===== src/rtl/weight_sched_ctrl_pkg.sv =====
// Shared field widths and tile geometry for the weight scheduler.
package weight_sched_ctrl_pkg;
  localparam int S2P_SIZE         = 8;
  localparam int KERNEL_SIZE      = 4;
  localparam int CHANNELS_SIZE    = 8;
  localparam int KERNEL_NUMS_SIZE = 8;
  localparam int S2P_LOG2         = $clog2(S2P_SIZE);
  localparam int W_WIDTH          = 2*KERNEL_SIZE + CHANNELS_SIZE;
  localparam int ELEM_WIDTH       = 2*S2P_LOG2;
endpackage


===== src/rtl/weight_sched_ctrl_tile_cfg_calc.sv =====
// Two-step tile geometry: step1 registers W=K*K*C, step2 registers the derived tile counts.
// S2P is a power of two, so every div/mod below is a shift or a mask.
module tile_cfg_calc import weight_sched_ctrl_pkg::*; (
  input  logic                        clk,
  input  logic                        rstn,
  input  logic                        step1,
  input  logic                        step2,
  input  logic [KERNEL_SIZE-1:0]      kernel_size,
  input  logic [CHANNELS_SIZE-1:0]    channels,
  input  logic [KERNEL_NUMS_SIZE-1:0] kernel_nums,
  output logic [W_WIDTH-1:0]          img2col_w_width,
  output logic [W_WIDTH-1:0]          buffer_col_nums,
  output logic [KERNEL_NUMS_SIZE-1:0] buffer_row_nums,
  output logic [S2P_SIZE-1:0]         img2col_w_width_rem,
  output logic [S2P_SIZE-1:0]         kernel_nums_rem
);
  logic [W_WIDTH-1:0]  w_q;
  logic [S2P_LOG2-1:0] w_mod;
  logic [S2P_LOG2-1:0] n_mod;

  assign w_mod = w_q[S2P_LOG2-1:0];
  assign n_mod = kernel_nums[S2P_LOG2-1:0];

  always_ff @(posedge clk or negedge rstn) begin
    if (!rstn) begin
      w_q                 <= '0;
      img2col_w_width     <= '0;
      buffer_col_nums     <= '0;
      buffer_row_nums     <= '0;
      img2col_w_width_rem <= '0;
      kernel_nums_rem     <= '0;
    end else begin
      if (step1)
        w_q <= W_WIDTH'(kernel_size) * W_WIDTH'(kernel_size) * W_WIDTH'(channels);
      if (step2) begin
        img2col_w_width     <= w_q;
        // ceil(W/S2P)-1: add one tile when any remainder bits are set
        buffer_col_nums     <= (w_q >> S2P_LOG2) + W_WIDTH'(|w_mod) - W_WIDTH'(1);
        buffer_row_nums     <= (kernel_nums >> S2P_LOG2) + KERNEL_NUMS_SIZE'(|n_mod);
        img2col_w_width_rem <= S2P_SIZE'(w_mod) - S2P_SIZE'(1);
        kernel_nums_rem     <= S2P_SIZE'(n_mod) - S2P_SIZE'(1);
      end
    end
  end
endmodule


===== src/rtl/weight_sched_ctrl.sv =====
// Weight-stream scheduler: latches a job, derives tile geometry, then paces the weight
// address generator one element per s2p_ready through elem/col/pass/row loops.
module weight_sched_ctrl import weight_sched_ctrl_pkg::*; (
  input  logic                        clk,
  input  logic                        rstn,
  input  logic                        start,
  input  logic [KERNEL_SIZE-1:0]      cfg_kernel_size,
  input  logic [CHANNELS_SIZE-1:0]    cfg_channels,
  input  logic [KERNEL_NUMS_SIZE-1:0] cfg_kernel_nums,
  input  logic [KERNEL_NUMS_SIZE-1:0] cfg_img_passes,
  input  logic                        s2p_ready,
  input  logic                        abort,
  output logic                        enable,
  output logic                        tensor_done,
  output logic [W_WIDTH-1:0]          buffer_col_nums,
  output logic [KERNEL_NUMS_SIZE-1:0] buffer_row_nums,
  output logic [W_WIDTH-1:0]          img2col_w_width,
  output logic [S2P_SIZE-1:0]         kernel_nums_rem,
  output logic [S2P_SIZE-1:0]         img2col_w_width_rem,
  output logic                        busy,
  output logic                        done
);
  typedef enum logic [4:0] {
    IDLE  = 5'b00001,
    CALC  = 5'b00010,
    RUN   = 5'b00100,
    DRAIN = 5'b01000,
    DONE  = 5'b10000
  } state_t;

  localparam logic [ELEM_WIDTH-1:0] ELEM_MAX = ELEM_WIDTH'(S2P_SIZE*S2P_SIZE - 1);

  state_t                      state;
  logic                        calc_second;
  logic [KERNEL_SIZE-1:0]      k_q;
  logic [CHANNELS_SIZE-1:0]    c_q;
  logic [KERNEL_NUMS_SIZE-1:0] n_q;
  logic [KERNEL_NUMS_SIZE-1:0] p_q;

  logic [ELEM_WIDTH-1:0]       elem, elem_nxt;
  logic [W_WIDTH-1:0]          col, col_nxt;
  logic [KERNEL_NUMS_SIZE-1:0] pass, pass_nxt;
  logic [KERNEL_NUMS_SIZE-1:0] row, row_nxt;
  logic [KERNEL_NUMS_SIZE-1:0] p_m1, rows_m1;
  logic elem_last, col_last, pass_last, row_last, job_last;
  logic step1, step2;

  assign enable    = (state == RUN) && s2p_ready;
  assign p_m1      = p_q - 1'b1;
  assign rows_m1   = buffer_row_nums - 1'b1;
  assign elem_last = (elem == ELEM_MAX);
  assign col_last  = (col == buffer_col_nums);
  assign pass_last = (pass == p_m1);
  assign row_last  = (row == rows_m1);
  assign job_last  = enable && elem_last && col_last && pass_last && row_last;
  // abort gating keeps the previous job's geometry intact when CALC is killed
  assign step1     = (state == CALC) && !calc_second && !abort;
  assign step2     = (state == CALC) &&  calc_second && !abort;

  always_comb begin
    elem_nxt = elem;
    col_nxt  = col;
    pass_nxt = pass;
    row_nxt  = row;
    if (enable) begin
      elem_nxt = elem_last ? '0 : elem + 1'b1;
      if (elem_last) begin
        col_nxt = col_last ? '0 : col + 1'b1;
        if (col_last) begin
          pass_nxt = pass_last ? '0 : pass + 1'b1;
          if (pass_last)
            row_nxt = row_last ? '0 : row + 1'b1;
        end
      end
    end
  end

  tile_cfg_calc u_calc (
    .clk                 (clk),
    .rstn                (rstn),
    .step1               (step1),
    .step2               (step2),
    .kernel_size         (k_q),
    .channels            (c_q),
    .kernel_nums         (n_q),
    .img2col_w_width     (img2col_w_width),
    .buffer_col_nums     (buffer_col_nums),
    .buffer_row_nums     (buffer_row_nums),
    .img2col_w_width_rem (img2col_w_width_rem),
    .kernel_nums_rem     (kernel_nums_rem)
  );

  always_ff @(posedge clk or negedge rstn) begin
    if (!rstn) begin
      state       <= IDLE;
      calc_second <= 1'b0;
      k_q         <= '0;
      c_q         <= '0;
      n_q         <= '0;
      p_q         <= '0;
      elem        <= '0;
      col         <= '0;
      pass        <= '0;
      row         <= '0;
      tensor_done <= 1'b0;
      busy        <= 1'b0;
      done        <= 1'b0;
    end else begin
      done <= 1'b0;
      if (abort && state != IDLE) begin
        state       <= IDLE;
        calc_second <= 1'b0;
        elem        <= '0;
        col         <= '0;
        pass        <= '0;
        row         <= '0;
        tensor_done <= 1'b0;
        busy        <= 1'b0;
      end else begin
        unique case (state)
          IDLE: begin
            if (start && !abort) begin
              k_q         <= cfg_kernel_size;
              c_q         <= cfg_channels;
              n_q         <= cfg_kernel_nums;
              p_q         <= cfg_img_passes;
              calc_second <= 1'b0;
              busy        <= 1'b1;
              state       <= CALC;
            end
          end
          CALC: begin
            calc_second <= !calc_second;
            if (calc_second) begin
              elem        <= '0;
              col         <= '0;
              pass        <= '0;
              row         <= '0;
              // pass starts at 0, so a single-pass job is on its last pass immediately
              tensor_done <= (p_m1 == '0);
              state       <= RUN;
            end
          end
          RUN: begin
            elem <= elem_nxt;
            col  <= col_nxt;
            pass <= pass_nxt;
            row  <= row_nxt;
            if (job_last) begin
              tensor_done <= 1'b0;
              state       <= DRAIN;
            end else begin
              tensor_done <= (pass_nxt == p_m1);
            end
          end
          DRAIN: begin
            done  <= 1'b1;
            state <= DONE;
          end
          DONE: begin
            busy  <= 1'b0;
            state <= IDLE;
          end
          default: state <= IDLE;
        endcase
      end
    end
  end
endmodule


===== config.mk =====
export PLATFORM = sky130hd
export DESIGN_NAME = weight_sched_ctrl
export DESIGN_NICKNAME = d
export VERILOG_FILES = /design/src/rtl/weight_sched_ctrl_pkg.sv /design/src/rtl/weight_sched_ctrl_tile_cfg_calc.sv /design/src/rtl/weight_sched_ctrl.sv
export SDC_FILE = /design/constraint.sdc
export NUM_CORES = 1
export LEC_CHECK = 0
export ABC_AREA = 0
export BUFFER_PORTS_ARGS = -buffer_cell sky130_fd_sc_hd__buf_4
export CAP_MARGIN = 20
export CORE_MARGIN = 3
export CORE_UTILIZATION = 40
export CTS_BUF_LIST = sky130_fd_sc_hd__clkbuf_8
export CTS_CLUSTER_DIAMETER = 150
export DETAILED_ROUTE_END_ITERATION = 6
export MAX_ROUTING_LAYER = met4
export PLACE_DENSITY_LB_ADDON = 0.3
export SLEW_MARGIN = 20
export SYNTH_ARGS = -nofsm -noshare
export SYNTH_HDL_FRONTEND = slang
export SYNTH_SLANG_ARGS = --single-unit

===== constraint.sdc =====
create_clock -name clk -period 5.5 [get_ports clk]
set_input_delay 1.375 -clock clk [delete_from_list [all_inputs] [get_ports clk]]
set_output_delay 1.375 -clock clk [all_outputs]
set_load 0.02 [all_outputs]

### After elaboration in Yosys (flattened, before gate mapping)

Cells that the tools add are included.

* add/subtract/negate cells: 11
* multipliers: 2
* equality and inequality tests: 18
* muxes and demuxes: 42
* bitwise logic cells: 1
* reduce and logical (&&, ||, !) cells: 27

Operator list (count)
* $mux W8: 12
* $mux W16: 5
* $pmux W16 S2: 1
* $pmux W8 S2: 2
* $eq A8 B8 Y1: 3
* $mux W6: 4
* $mux W5: 4
* $pmux W5 S4: 1
* $ne A3 B2 Y1 const B: 6
* $add A16 B1 Y16 const B: 1
* $add A8 B1 Y8 const B: 2
* $eq A16 B16 Y1: 1
* $mul A8 B8 Y16: 1
* $sub A16 B1 Y16 const B: 1
* $sub A8 B1 Y8 const B: 2
* $add A13 B1 Y14: 1
* $pmux W6 S2: 1
* $logic_and A1 B1 Y1: 11
* $mux W1: 9
* $reduce_and A3 Y1: 3
* $reduce_bool A3 Y1: 3
* $logic_not A8 Y1: 1
* $mul A4 B4 Y8: 1
* $sub A3 B1 Y4 const B: 2
* other kinds (17): 23

* register bits after elaboration: 147
* logic and storage cells: 120

### Longest topological paths before layout

Gate-level depths: netlist of the first run.

* depth in word-level cells: 10
* gate-level depth with buffers: 24
* mapped depth without buffers: 24

### Modules after synthesis

A second synthesis of the first run with hierarchy kept.

* cell total of the unflattened synthesis: 966
* area, all modules: 9470.3 um^2

By module, submodules not included
* weight_sched_ctrl: times used 1, cells each 498, area each 4737.0 um^2
* tile_cfg_calc: times used 1, cells each 468, area each 4733.3 um^2

### Least setup slack after synthesis of the first run

No wires, ideal clock.

* path kind: register to register
* start: reg k_q[0]
* end: reg u_calc.w_q[14]
* data arrival time: 5.507 ns
* required time: 5.431 ns
* path slack: -0.076 ns
* cell stages (with the launch flop): 25
* period minus slack after synthesis: 5.576 ns
* cells stage by stage: dfrtp_1 -> clkbuf_1 -> and3_1 -> fa_1 -> a21o_1 -> a21oi_1 -> xnor2_1 -> and2_1 -> fa_1 -> inv_1 -> fa_1 -> inv_1 -> fa_1 -> inv_1 -> fa_1 -> inv_1 -> ha_1 -> inv_1 -> a21oi_1 -> o21ai_0 -> a21oi_1 -> o21ai_0 -> a21boi_0 -> or4_1 -> nand3_1

* cells in the longest elaborated chain, start to end: 2

RTL lines
* from (decl): RTL line weight_sched_ctrl.sv:35 `logic [KERNEL_SIZE-1:0] k_q;`
* from (signal assigned): RTL line weight_sched_ctrl.sv:123 `k_q <= cfg_kernel_size;`
* $mul A4 B4 Y8: RTL line weight_sched_ctrl_tile_cfg_calc.sv:34 `w_q <= W_WIDTH'(kernel_size) * W_WIDTH'(kernel_size) * W_WIDTH'(channels);`
* $mul A8 B8 Y16: RTL line weight_sched_ctrl_tile_cfg_calc.sv:34
* to (signal assigned): RTL line weight_sched_ctrl_tile_cfg_calc.sv:34
* to (decl): RTL line weight_sched_ctrl_tile_cfg_calc.sv:17 `logic [W_WIDTH-1:0] w_q;`

Every way passes these cells.
A chain may end at the register's enable or synchronous reset.

### Worst setup path after layout of the first run

* start: reg k_q[2]
* end: reg u_calc.w_q[14]

The elaborated chain is that of the path after synthesis.

==> results of run 1 <==
[report_power, final]
part	switching (uW)	internal [uW]
Clock	397	483
Combinational	1660	1460
Sequential	192	1130
Total	2250	3070
[critical path, cell delays in order (launching register included)]
cell and delay [ns]:
dfrtp_1 0.41, nor2b_4 0.14, and2_4 0.17, fa_2 0.35
a21o_1 0.19, a21oi_2 0.17, xnor2_2 0.08, and2_4 0.17
fa_1 0.53, inv_1 0.06, fa_1 0.48, inv_1 0.05
fa_1 0.48, inv_1 0.06, fa_1 0.52, inv_1 0.06
ha_4 0.21, inv_2 0.07, a21oi_2 0.05, o21ai_2 0.15
a21oi_2 0.09, o21ai_2 0.16, a21boi_2 0.08, buf_4 0.13
buf_4 0.12, o21ai_1 0.11, nand3_1 0.08
[flip-flops by register name, indices dropped and copies added, names as in the netlist, 4 cells and up]
| name | flops |
|---|---|
| c_q | 8 |
| col | 16 |
| elem | 6 |
| k_q | 4 |
| n_q | 8 |
| p_q | 8 |
| pass | 8 |
| row | 8 |
| state | 5 |
| u_calc.buffer_col_nums | 16 |
| u_calc.buffer_row_nums | 6 |
| u_calc.img2col_w_width | 16 |
| u_calc.img2col_w_width_rem | 4 |
| u_calc.kernel_nums_rem | 4 |
| u_calc.w_q | 16 |
[per-stage QoR]
stage / setup slack (ns) / cells / setup TNS, ns / total power (uW) / area (um2)
floorplan: 0.00824 / 1003 / 0 / 3380 / 9560
global placement: -0.0404 / 1385 / -0.0625 / 4080 / 10600
detailed placement: -0.157 / 1385 / -0.295 / 4130 / 10600
CTS: 0.000257 / 1419 / 0 / 5090 / 11000
global route: -0.0481 / 1426 / -0.0815 / 5890 / 11200
finish: 0.211 / 1426 / 0 / 5320 / 11200
[repair_timing]
| action | CTS | global route |
|---|---|---|
| resized for setup | 7 | 22 |
| setup endpoints to repair | 3 | 5 |
| buffers inserted | 3 | 6 |
| pin swaps | 5 | 18 |
[final cells by class]
type,count,area [um2]
Inverter,86,323
Sequential cell,137,3430
Clock buffer,20,275
Clock inverter,11,146
Fill cell,2155,11900
Timing Repair Buffer,121,916
Tap cell,313,392
Multi-Input combinational cell,738,5720
[worst paths after layout]
| path | startpoint | end | slack (ns) | cells after the start |
|---|---|---|---|---|
| min in group asynchronous | rstn | row[7]$_DFFE_PN0P_ | 1.04 | 1 |
| hold / removal | n_q[1]$_DFFE_PN0P_ | u_calc.kernel_nums_rem[6]$_DFFE_PN0P_ | 0.49 | 1 |
| setup / recovery | k_q[2]$_DFFE_PN0P_ | u_calc.w_q[14]$_DFFE_PN0P_ | 0.21 | 26 |
| max in group asynchronous | rstn | state[0]$_DFFE_PN1P_ | 3.44 | 2 |
| hold reg to reg | n_q[1]$_DFFE_PN0P_ | u_calc.kernel_nums_rem[6]$_DFFE_PN0P_ | 0.49 | 1 |
| setup reg to reg | k_q[2]$_DFFE_PN0P_ | u_calc.w_q[14]$_DFFE_PN0P_ | 0.21 | 26 |
[cell usage in the layout, fill, tap and decap left out, types with 12 or more instances in the layout]
| cell type | netlist | final |
|---|---|---|
| dfrtp_1 | 136 | 136 |
| buf_4 | 11 | 119 |
| nand2_1 | 102 | 102 |
| inv_1 | 86 | 86 |
| o21ai_0 | 71 | 66 |
| ha_1 | 56 | 53 |
| and2_1 | 52 | 49 |
| nor2_1 | 47 | 47 |
| xor2_1 | 48 | 47 |
| mux2_2 | 45 | 45 |
| xnor2_1 | 36 | 35 |
| fa_1 | 30 | 29 |
| nand3_1 | 29 | 28 |
| a21oi_1 | 26 | 20 |
| clkbuf_8 | 0 | 20 |
| and3_1 | 17 | 17 |
| nor3_1 | 15 | 15 |
| nor2b_1 | 15 | 14 |
| nand2b_1 | 12 | 12 |
[cell usage after synthesis, drive strengths merged (5+ instances only)]
cell type  instances  share of area, %
a21o              10              0.79
a21oi             26               1.4
a31oi              5              0.33
and2              52               3.4
and3              17               1.1
buf               15               1.1
clkbuf            27               1.1
dfrtp            136                36
fa                30               6.3
ha                56               7.3
inv               86               3.4
mux2              45               5.3
nand2            102               4.0
nand2b            12              0.79
nand3             30               1.6
nand4              7              0.46
nor2              48               1.9
nor2b             15              0.98
nor3              16              0.96
nor3b              6              0.52
nor4              11              0.94
o21ai             80               4.3
o31ai             13               1.1
or2                5              0.35
xnor2             37               3.5
xor2              48               4.4
[routing by layer]
metal | track usage, % | vias to the layer above
met3 | 2.30 | 14
met1 | 22.0 | 3457
li1 | - | 3603
met2 | 28.8 | 93
met4 | 4.93 | 0
met5 | - | -
[cell families (layout without fill, tap and decap cells)]
logic type / Yosys count / count (layout)
compound gates: 170 / 170
simple gates: 345 / 345
buf+inv: 128 / 238
flops: 137 / 137
xor+xnor: 88 / 88
mux: 47 / 47
fa+ha+maj: 86 / 86
other cells: 1 / 2
==> impl_metrics.json, run 1 <==
{
  "synthMuxAreaShare_pct": 5.52,
  "ys_seq_area_share_pct": 35.9,
  "tightest_slew_ns": 0.970,
  "wl_met1_mm": 9.80,
  "path_clk_slew_ns": 0.08,
  "grt_max_degree": 105,
  "synth-simple-area-share_pct": 19.4,
  "vias": 7167,
  "crit_type": "register to register",
  "cts_tree": "done",
  "syn_area_mm2": 0.00955,
  "drv_cap": 0,
  "std_cell_rows": 55,
  "end_kind": "register",
  "fin_nets": 1220,
  "postCtsHoldBufs": 0,
  "hold_viol": 0,
  "routed-wl-met2_mm": 10.5,
  "slew_headroom_pct": 35.3,
  "cp_data_required_time_ns": 5.81,
  "netlist_instances": 1002,
  "gp_congestion": 0.865,
  "grt_pass1_vias": 7049,
  "yosys.cell_types.count": 80,
  "final_util_pct": 48.6,
  "setup_viol": 0,
  "vdd_drop_max_v": 0.000335,
  "core_mm2": 0.0231,
  "first_iter_violations": 406,
  "drtAntennaViolNets": 0,
  "finalCriticalPeriod_ns": 5.29,
  "worstSkewPairLatency_ns": 0.44,
  "synth_top_family_by_area": "simple AND/OR/NAND/NOR gates",
  "routed_wl_mm": 21.0,
  "synthXorXnorAreaFrac_pct": 8.58,
  "hp-class": "register to register",
  "synthAdderAreaFrac_pct": 13.6,
  "start_util_pct": 41.4,
  "clk_path_buf_depth": 2,
  "yosysWarnings": 0,
  "power.density_mw_per_mm2": 475,
  "antenna_found_initial": 0,
  "place.port_buffers": 90,
  "grt-ovfl-total": 0,
  "hold_slack_ns": 0.486,
  "die_y_um": 160,
  "fmax_ghz": 0.189,
  "drive_gt1_share_pct": 21.8,
  "synth_ff_type": "dfrtp_1",
  "die_width_um": 160,
  "highest_layer": "met4",
  "slew_viol_final": 0,
  "crit_fanout": 4,
  "clockRootBuffer": "clkbuf_8",
  "drc": 0,
  "ys_seq_elements": 137,
  "syn2layout_area_growth_pct": 17.3,
  "cts_sinks": 137,
  "wl_met3_um": 487,
  "status": "completed",
  "track_usage_pct": 17.2,
  "skew_ns": 0.0150,
  "crit_path_start_kind": "register",
  "diodes": 0,
  "synth_edf_count": 0,
  "cp.arrival_ns": 5.60,
  "hpwl_mm": 15.9,
  "htreeDepth": 4,
  "ios": 93,
  "fin_crit_sh_pct": 96.2,
  "leakage_uw": 0.00547,
  "grt_pass1_wl_mm": 35.5,
  "post_drt_wl_per_cell_um": 14.7,
  "die_area_mm2": 0.0258,
  "synth_compound_area_share_pct": 11.3,
  "postSynthAreaPerCell_um2": 9.53,
  "synth-async-reset-ratio_pct": 100,
  "vias_per_cell": 5.03,
  "cts_buffers": 17,
  "dr.pass1.iters": 4
}
Note: power is estimated with default switching activity, not from simulation.
==> run 2: changes to the inputs <==
Settings changed: CORE_UTILIZATION 40 to 56.
==> run 2 against run 1 <==
Against the previous run: first-iteration DRC count grew 2.5%; sequential share of layout area rose by 0.21 points; highest routed layer unchanged; largest cell class unchanged; maximum frequency fell by 0.55%; cell area decreased by 0.66%; flip-flop and latch count is the same; global-route usage grew 6.4 points; die area shrank 28%.
==> impl_metrics.json, run 2 (same netlist as run 1, synthesis figures left out) <==
{
  "fin_crit_sh_pct": 96.7,
  "cts_tree": "done",
  "r2r-end": "u_calc.w_q[14]$_DFFE_PN0P_",
  "end_kind": "register",
  "crit_type": "register to register",
  "syn2layout_area_growth_pct": 16.5,
  "drtAntennaViolNets": 0,
  "dr.pass1.iters": 5,
  "path_clk_slew_ns": 0.09,
  "finalCriticalPeriod_ns": 5.32,
  "grt_pass1_vias": 7053,
  "clk_path_buf_depth": 2,
  "cp.arrival_ns": 5.70,
  "antenna_found_initial": 0,
  "track_usage_pct": 23.6,
  "crit_fanout": 3,
  "fmax_ghz": 0.188,
  "grt-ovfl-total": 0,
  "drv_cap": 0,
  "ios": 93,
  "diodes": 0,
  "multi_input_area_mm2": 0.00577,
  "clockRootBuffer": "clkbuf_8",
  "skew_ns": 0.0167,
  "vias_per_cell": 5.59,
  "power.density_mw_per_mm2": 504,
  "fin_cells": 1329,
  "regArea_mm2": 0.00343,
  "final_cell_mix": "135 x dfrtp_1, 115 x buf_4, 102 x nand2_1",
  "routed_wl_mm": 20.8,
  "cp_data_required_time_ns": 5.88,
  "grt_max_degree": 52,
  "r2r_start": "k_q[2]$_DFFE_PN0P_",
  "fin_nets": 1215,
  "hold_viol": 0,
  "r2r_slack_ns": 0.18,
  "first_iter_violations": 416,
  "final_util_pct": 66.9,
  "die_y_um": 137,
  "worstSkewPairLatency_ns": 0.46,
  "final_common_cell": "dfrtp_1",
  "slew_viol_final": 0,
  "fillers": 1320,
  "std_cell_rows": 47,
  "min_path_cells": 1,
  "leakage_uw": 0.00544,
  "finalSetupTns_ns": 0,
  "hpwl_mm": 15.5,
  "drive_gt1_share_pct": 22.2,
  "post_drt_wl_per_cell_um": 15.6,
  "hp-class": "register to register",
  "power.total_uw": 5610,
  "tightest_slew_ns": 0.823,
  "grt_pass1_wl_mm": 34.1,
  "place.port_buffers": 90,
  "vias": 7423,
  "die_area_mm2": 0.0187,
  "min_from": "n_q[1]$_DFFE_PN0P_",
  "dp_cells": 1290,
  "drc": 0,
  "cts_buffers": 17,
  "vdd_drop_max_v": 0.000546,
  "start_util_pct": 57.4,
  "cts_sinks": 137,
  "gp_congestion": 0.924,
  "core_mm2": 0.0166,
  "slew_headroom_pct": 45.1,
  "status": "completed",
  "crit_path_start_kind": "register",
  "htreeDepth": 4,
  "hold_end": "u_calc.kernel_nums_rem[6]$_DFFE_PN0P_",
  "setup_viol": 0,
  "die_width_um": 137,
  "ff2ff_path_depth": 22
}
run 2: report_power, final:
part / internal [uW] / switching (uW) / leakage [uW] / total (uW)
registers: 1130 / 191 / 0.00183 / 1320
clock network: 517 / 436 / 0.000226 / 953
logic: 1550 / 1770 / 0.00339 / 3330
total: 3200 / 2400 / 0.00544 / 5610
run 2: how the worst max path moves through the flow:
stage                       start                    endpoint  slack [ns]  cells past startpoint
2_1_floorplan  k_q[0]$_DFFE_PN0P_  u_calc.w_q[14]$_DFFE_PN0P_       0.008                     24
3_3_place_gp   k_q[2]$_DFFE_PN0P_  u_calc.w_q[14]$_DFFE_PN0P_       0.006                     24
3_5_place_dp   k_q[2]$_DFFE_PN0P_  u_calc.w_q[14]$_DFFE_PN0P_       -0.09                     24
4_1_cts        k_q[1]$_DFFE_PN0P_  u_calc.w_q[14]$_DFFE_PN0P_       0.003                     24
5_1_grt        k_q[2]$_DFFE_PN0P_  u_calc.w_q[14]$_DFFE_PN0P_       -0.03                     22
6_report       k_q[2]$_DFFE_PN0P_  u_calc.w_q[14]$_DFFE_PN0P_        0.18                     22
run 2: timing repair:
| action | in CTS | in global routing |
|---|---|---|
| setup endpoints to repair | 2 | 5 |
| cloned | 0 | 0 |
| hold buffers | 0 | 0 |
| buffers inserted | 1 | 6 |
| gates resized for setup | 5 | 33 |
| pin swaps | 0 | 29 |
run 2: worst max-delay path, stage by stage, from the launching register on:
cell and delay (ns):
dfrtp_1 0.41, nor2b_4 0.14, and2_4 0.16, ha_1 0.27, a21o_1 0.19, a21oi_2 0.19
buf_4 0.14, nor2b_1 0.04, o31a_1 0.32, and2_4 0.17, fa_1 0.53, fa_1 0.44
fa_1 0.53, inv_2 0.04, fa_1 0.49, inv_2 0.05, ha_4 0.24, o21ai_4 0.07
a21oi_2 0.08, o21ai_1 0.18, a21boi_1 0.09, or4_1 0.39, nand3_1 0.07
run 2: layout make-up:
| class | count | share of cell area, % |
|---|---|---|
| Multi-Input combinational cell | 738 | 51.8 |
| Sequential cell | 137 | 30.8 |
| Timing Repair Buffer | 116 | 7.86 |
| Inverter | 86 | 2.90 |
| Tap cell | 220 | 2.47 |
| Clock buffer | 18 | 2.23 |
| Clock inverter | 14 | 1.86 |
run 2: metal layers:
metal	GRT usage, %	routed length (um)
met1	30.7	9180
met5	-	0
met2	38.1	10300
met3	3.75	902
met4	7.95	433
run 2: through the flow:
step	worst slack, ns	area [um2]	hold WS (ns)
6_report	0.181	11100	0.492
5_1_grt	-0.0337	11100	0.524
4_1_cts	0.00346	10900	0.488
3_5_place_dp	-0.0936	10500	0.475
3_3_place_gp	0.00596	10500	0.467
2_1_floorplan	0.00824	9560	0.449
